===== config.mk =====
export PLATFORM = sky130hd
export DESIGN_NAME = d_interface
export DESIGN_NICKNAME = d
export VERILOG_FILES = /design/src/rtl/d_interface_pkg.sv /design/src/rtl/d_interface.sv
export SDC_FILE = /design/constraint.sdc
export NUM_CORES = 1
export LEC_CHECK = 0
export BUFFER_PORTS_ARGS = -buffer_cell sky130_fd_sc_hd__buf_2
export CAP_MARGIN = 20
export CORE_AREA = 8 8 45 47
export DETAILED_ROUTE_END_ITERATION = 8
export DIE_AREA = 0 0 53 55
export RECOVER_POWER = 25
export REMOVE_ABC_BUFFERS = 1
export SYNTH_ARGS = -nofsm -noshare
export SYNTH_HDL_FRONTEND = slang
export SYNTH_SLANG_ARGS = --single-unit

===== constraint.sdc =====
create_clock -name clk -period 1.9 [get_ports clk]
set_input_delay 0 -clock clk [delete_from_list [all_inputs] [get_ports clk]]
set_output_delay 0 -clock clk [all_outputs]
set_load 0.02 [all_outputs]

===== src/rtl/d_interface_pkg.sv =====
// Shared types for the d_interface serial "1,0,0" pattern detector.
// Holds the FSM state encoding and the pure next-state function.
package d_interface_pkg;

    // Encodings are visible on state_o, so they are pinned explicitly.
    typedef enum logic [1:0] {
        IDLE = 2'b00,
        S1   = 2'b01,
        S2   = 2'b10,
        S3   = 2'b11
    } state_t;

    // One step of the detector for a single sampled bit.
    // Any value that is not a legal encoding (X/Z in simulation)
    // falls back to IDLE so the detector always recovers.
    function automatic state_t next_state(input state_t cur,
                                          input logic   bit_in);
        state_t nxt;
        nxt = IDLE;
        case (cur)
            IDLE:    nxt = bit_in ? S1 : IDLE;
            S1:      nxt = bit_in ? S1 : S2;
            S2:      nxt = bit_in ? S1 : S3;
            S3:      nxt = bit_in ? S1 : IDLE;
            default: nxt = IDLE;
        endcase
        return nxt;
    endfunction

endpackage


===== src/rtl/d_interface.sv =====
// Moore detector for the serial pattern 1,0,0 (overlaps allowed) with a
// saturating count of detections.
//   clk       : rising-edge clock
//   reset     : synchronous, active-high; clears state and count
//   s_in      : serial data bit, sampled on rising clk
//   out       : 1 while in S3 (pattern just completed), registered only
//   state_o   : raw state register for observability
//   det_count : entries into S3 since reset, holds at all-ones
module d_interface
    import d_interface_pkg::*;
#(
    parameter int CNT_W = 8
) (
    input  logic             clk,
    input  logic             reset,
    input  logic             s_in,
    output logic             out,
    output logic [1:0]       state_o,
    output logic [CNT_W-1:0] det_count
);

    localparam logic [CNT_W-1:0] CNT_MAX = '1;

    state_t           state_q, state_d;
    logic [CNT_W-1:0] cnt_q, cnt_d;
    logic             enter_s3;

    always_comb begin
        state_d  = next_state(state_q, s_in);
        // S3 never self-loops, but the guard keeps the count honest
        // should the transition table ever change.
        enter_s3 = (state_d == S3) && (state_q != S3);
        cnt_d    = cnt_q;
        if (enter_s3 && (cnt_q != CNT_MAX)) begin
            cnt_d = cnt_q + 1'b1;
        end
    end

    always_ff @(posedge clk) begin
        if (reset) begin
            state_q <= IDLE;
            cnt_q   <= '0;
        end else begin
            state_q <= state_d;
            cnt_q   <= cnt_d;
        end
    end

    // Decoded from the register only: no path from s_in to out.
    assign out       = (state_q == S3);
    assign state_o   = state_q;
    assign det_count = cnt_q;

endmodule


==> reports/metrics.cfg, run 1 <==
[run_status]
status = completed

[detailed_routing]
drc = 0
wirelength_mm = 1.03
ant_nets = 0
dr.pass1.iters = 4
drt-initial-drc-count = 5
post_drt_wl_per_cell_um = 11.9
viasPerCell = 5.16
vias = 449

[clock_network]
cts_tree = done
root_buffer = clkbuf_4
cts_htree_levels = 1
post_cts_buffers = 0
clkTransAtPathRegs_ns = 0.06
ctsResizeCount = 0
ctsHoldBuffers = 1
clk_latency_ns = 0.26
numCtsBuffers = 3
numClockSinks = 10
cts.path.max_buffers = 2

[sta]
maxSlewHeadroom = 0.769
grt_setup_unrepaired = no
min_period_ns = 1.66
final-max-slew-violation-count = 0
tns_ns = 0
setup_viol = 0
worst_clock_skew_ns = 0.000970
max_clock_freq_ghz = 0.603
worstMarginPinSlew_ns = 0.342
hold_viol_final = 0
hold-worst-slack_ns = 0.0351
fin_crit_sh = 0.873

[die]
dieArea_mm2 = 0.00292
die_x_um = 53
core-area_mm2 = 0.00138
num_rows = 14
ioPinCount = 14
initial_core_util = 0.341
fp.dieH_um = 55

[finish]
nets = 77
num_antenna_cells = 0
drive_gt1_frac = 0.225
area_delta_synth_final_pct = 23.3
fillerInstances = 150
design_area_um2 = 582

[placed_design]
gp_congestion = 0.717
port_buffers = 13
postPlaceCellArea_um2 = 553

[global_routing]
antenna_found_initial = 0
grt_max_degree = 11
use_met1 = 0.0885
globalRouteMet3Util = 0.0187
grt_pass1_wl_mm = 1.65
grt.total_usage = 0.0755
busiest_layer = met2
met2_usage = 0.107
grt_pass1_vias = 374
overflow = 0

[critical_path]
worstPathMaxFanout = 5
cp-end-kind = flip-flop
path_class = in -> reg
cp-start-kind = input pin
crit_required_ns = 2.09
crit_arrival_ns = 1.85

[power_and_ir_drop]
p_per_area_mw_per_mm2 = 655
p_leak_nw = 0.224
ir_worst_vdd_mv = 0.192

[synthesis]
ys_warn_count = 0
synth_cells = 55
synthesis.area_um2 = 472
synth-seq-cells = 10
yosysUniqueCellTypes = 25
synth_seq_area_share = 0.424
syn_area_per_cell_um2 = 8.58

[worst_hold_path]
hold_class = in -> reg

[run]
maxCapViolCount = 0

==> area by class of cell <==
type                            count  area (um^2)  area share
Multi-Input combinational cell     43          264       0.454
Sequential cell                    10          200       0.344
Timing Repair Buffer               14         71.3       0.123
Clock buffer                        3         22.5      0.0387
Tap cell                           16         20.0      0.0344
Inverter                            1         3.75     0.00645
==> synthesized netlist by cell type <==
master | number | area share
dfxtp_1 | 10 | 0.42
nor2_1 | 7 | 0.056
a21oi_1 | 5 | 0.053
nand3_1 | 4 | 0.042
nor3_1 | 4 | 0.042
a211oi_1 | 2 | 0.032
nand2_1 | 2 | 0.016
o21ai_0 | 2 | 0.021
or3_1 | 2 | 0.027
xnor2_1 | 2 | 0.037
a311oi_1 | 1 | 0.019
and2_1 | 1 | 0.013
and2_2 | 1 | 0.016
and4_1 | 1 | 0.019
clkbuf_1 | 1 | 0.0079
ha_1 | 1 | 0.027
inv_1 | 1 | 0.0079
mux2i_1 | 1 | 0.021
nand4_1 | 1 | 0.013
nor2b_1 | 1 | 0.013
nor3b_1 | 1 | 0.016
o31ai_1 | 1 | 0.016
or2_4 | 1 | 0.019
or3b_4 | 1 | 0.024
xor2_1 | 1 | 0.019
==> logic make-up after synthesis <==
| family | share of synthesized area |
|---|---|
| DFF | 0.424 |
| buffers and inverters | 0.0159 |
| xor gates and xnor gates | 0.0557 |
| muxes | 0.0212 |
| and+or+nand+nor | 0.316 |
| AOI/OAI and AO/OA | 0.141 |
| adders and majority gates | 0.0265 |
==> report_power, final <==
| part | switching, mW | total (mW) | internal (mW) |
|---|---|---|---|
| Combinational | 0.0130 | 0.0225 | 0.00953 |
| Clock | 0.0691 | 0.142 | 0.0730 |
| Sequential | 0.00377 | 0.216 | 0.212 |
| Total | 0.0859 | 0.381 | 0.295 |
==> path summary, 6_finish.rpt <==
check / startpoint / end / slack (ns) / cells after the start
min: reset / det_count[5] / 0.04 / 2
max reg2reg: state_o[1] / det_count[3] / 0.25 / 4
min reg2reg: det_count[5] / det_count[5] / 0.53 / 2
max: s_in / det_count[3] / 0.24 / 6
==> sequential cells by signal, indices dropped and copies added, names as in the netlist <==
register	cells
det_count	8
state_o	2
==> layout by cell type, fill, tap and decap left out <==
master         synthesis  layout
nor2_1                 7       7
nor3_1                 4       4
and2_1                 1       1
o31ai_1                1       1
buf_2                  0      10
and4_1                 1       1
nand2_1                2       2
clkbuf_4               0       3
nand4_1                1       1
nand3_1                4       4
or3_1                  2       2
nor3b_1                1       1
clkbuf_1               1       3
a21oi_1                5       5
mux2i_1                1       1
dlygate4sd3_1          0       1
xor2_1                 1       1
xnor2_1                2       2
or2_4                  1       1
dfxtp_1               10      10
a211oi_1               2       2
o21ai_0                2       2
and2_2                 1       1
a311oi_1               1       1
inv_1                  1       1
nor2b_1                1       1
ha_1                   1       1
or3b_4                 1       1
==> critical path: stages <==
cell	delay, ns
dlygate4sd3_1	0.53
buf_2	0.14
or3b_4	0.42
or2_4	0.27
or3_1	0.34
a21oi_1	0.15
==> stage by stage <==
step	utilization	total power, mW	cells	setup slack (ns)
finish	0.420	0.381	87	0.241
global route	0.420	0.399	87	0.148
CTS	0.423	0.386	87	0.256
detailed placement	0.400	0.243	83	0.279
global placement	0.400	0.243	83	0.306
floorplan	-	0.232	54	0.198
==> metal layers <==
metal	share of wire	wire (um)
met1	0.49	504
met4	0.026	27
met2	0.42	430
met3	0.068	70
met5	0	0
(Power assumes the default switching activity.)
==> inputs of run 2 (changes only) <==
==> constraint.sdc (replaced) <==
create_clock -name clk -period 1.3 [get_ports clk]
set_input_delay 0 -clock clk [delete_from_list [all_inputs] [get_ports clk]]
set_output_delay 0 -clock clk [all_outputs]
set_load 0.02 [all_outputs]
==> run 2 against run 1 <==
  * Critical endpoint unchanged
  * Total power is 67% higher
  * Highest routed layer unchanged
  * Sequential share of layout area is 6.4 points lower
  * Wire length is 21% higher
  * Combinational power is 93% higher
  * First-iteration DRC count is 140% higher
  * The flow now finishes with violations (setup timing)
==> reports/metrics.cfg, run 2 (same netlist as run 1, synthesis figures left out) <==
[run_status]
status = finished with violations
violations = setup timing

[critical_path]
crit_required_ns = 1.51
setup.worst_path.start = state_o[1]
r2r_slack_ns = -0.16
cp-end-kind = flip-flop
crit_arrival_ns = 1.67
cp-start-kind = flip-flop
worstReg2RegStart = state_o[1]
worstPathCellList = or3b_4 > or2_4 > or3_1 > a21oi_1
path_class = reg -> reg
critPathMaxStageDelay_ns = 0.37
critPathSlowestCell = or3b_4
worstPathMaxFanout = 4
r2r_cells = 4
r2r_end = det_count[3]
cp-endpoint = det_count[3]

[placed_design]
dpl.hpwl_um = 941
pre_cts_slack_ns = -0.184
port_buffers = 13
postPlaceCellArea_um2 = 651
gp_congestion = 0.855

[sta]
hold_viol_final = 0
tns_ns = -0.447
worstMarginPinSlew_ns = 0.253
min_period_ns = 1.46
grt_setup_unrepaired = yes
fin_crit_sh = 1.12
setup_slack_ns = -0.161
hold-worst-slack_ns = 0.0147
setup_viol = 5
final-max-slew-violation-count = 0
max_clock_freq_ghz = 0.684
maxSlewHeadroom = 0.832
worst_clock_skew_ns = 0.00315

[clock_network]
numClockSinks = 10
numCtsBuffers = 3
clkTransAtPathRegs_ns = 0.07
cts_htree_levels = 1
ctsHoldBuffers = 0
cts.path.max_buffers = 2
cts_tree = done
post_cts_buffers = 0
clk_latency_ns = 0.27
root_buffer = clkbuf_4

[global_routing]
antenna_found_initial = 0
overflow = 0
grt.total_usage = 0.0973
grt_pass1_wl_mm = 2.01
grt_max_degree = 11
grt_pass1_vias = 467

[die]
initial_core_util = 0.341
ioPinCount = 14
fp.dieH_um = 55
die_x_um = 53
num_rows = 14
dieArea_mm2 = 0.00292
core-area_mm2 = 0.00138

[finish]
largest_reg_flops = 8
drive_gt1_frac = 0.464
fin_util = 0.520
design_area_um2 = 719
nets = 89
num_antenna_cells = 0
area_delta_synth_final_pct = 52.5
final_cell_mix = buf_2 (12), buf_4 (12), dfxtp_1 (9)

[detailed_routing]
ant_nets = 0
viasPerCell = 4.91
post_drt_wl_per_cell_um = 12.5
vias = 491
wirelength_mm = 1.25
dr.pass1.iters = 4
drc = 0
drt-initial-drc-count = 12

[power_and_ir_drop]
p_per_area_mw_per_mm2 = 886
p_leak_nw = 0.303
ir_worst_vdd_mv = 0.417

[worst_hold_path]
hold_class = in -> reg

[run]
maxCapViolCount = 0

-- run 2: cell count changes in the layout (fill, tap and decap cells not counted), sizes merged --
cell         before  now
buf              10   24
dlygate4sd3       1    0
-- run 2: per-stage QoR --
stage	total power, mW	cells
4_1_cts	0.646	100
2_1_floorplan	0.339	54
3_3_place_gp	0.363	96
6_report	0.638	100
5_1_grt	0.666	100
3_5_place_dp	0.363	96
-- run 2: worst max-delay path, delay by kind of cell (launching register included) --
kind               cells  cell delay, ns
and+or+nand+nor        3            0.96
DFF                    1            0.32
AOI/OAI and AO/OA      1            0.12
-- run 2: final cells by class --
class	count	area (um^2)
repair buffers	26	158
fillers	137	664
multi-input cells	43	300
flip-flops and latches	10	201
clock buffers	4	36.3
inverters	1	3.75
well taps	16	20.0
-- run 2: timing repair --
item / in CTS / in global routing
cloned: 0 / 0
pin swaps: 7 / 2
setup endpoints to repair: 7 / 8
gates resized for setup: 4 / 6
-- run 2: worst min path at each step --
stage                      from      endpoint  cells after the start
after global placement     s_in    state_o[1]                      3
final                      s_in    state_o[1]                      3
after floorplan           reset  det_count[3]                      1
after global routing       s_in    state_o[1]                      3
after CTS                  s_in    state_o[1]                      3
after detailed placement   s_in    state_o[1]                      3
-- run 2: metal layers --
| layer | up-vias | global-route usage | part of all wire |
|---|---|---|---|
| met5 | - | 0 | 0 |
| met4 | 0 | 0.0905 | 0.033 |
| met2 | 16 | 0.152 | 0.47 |
| li1 | 257 | - | - |
| met1 | 214 | 0.105 | 0.42 |
| met3 | 4 | 0.0267 | 0.070 |
-- run 2: report_power, final --
part | switching [mW] | leakage (nW) | internal, mW
logic | 0.0255 | 0.201 | 0.0179
registers | 0.00243 | 0.0814 | 0.311
clock network | 0.111 | 0.0210 | 0.170
total | 0.139 | 0.303 | 0.499
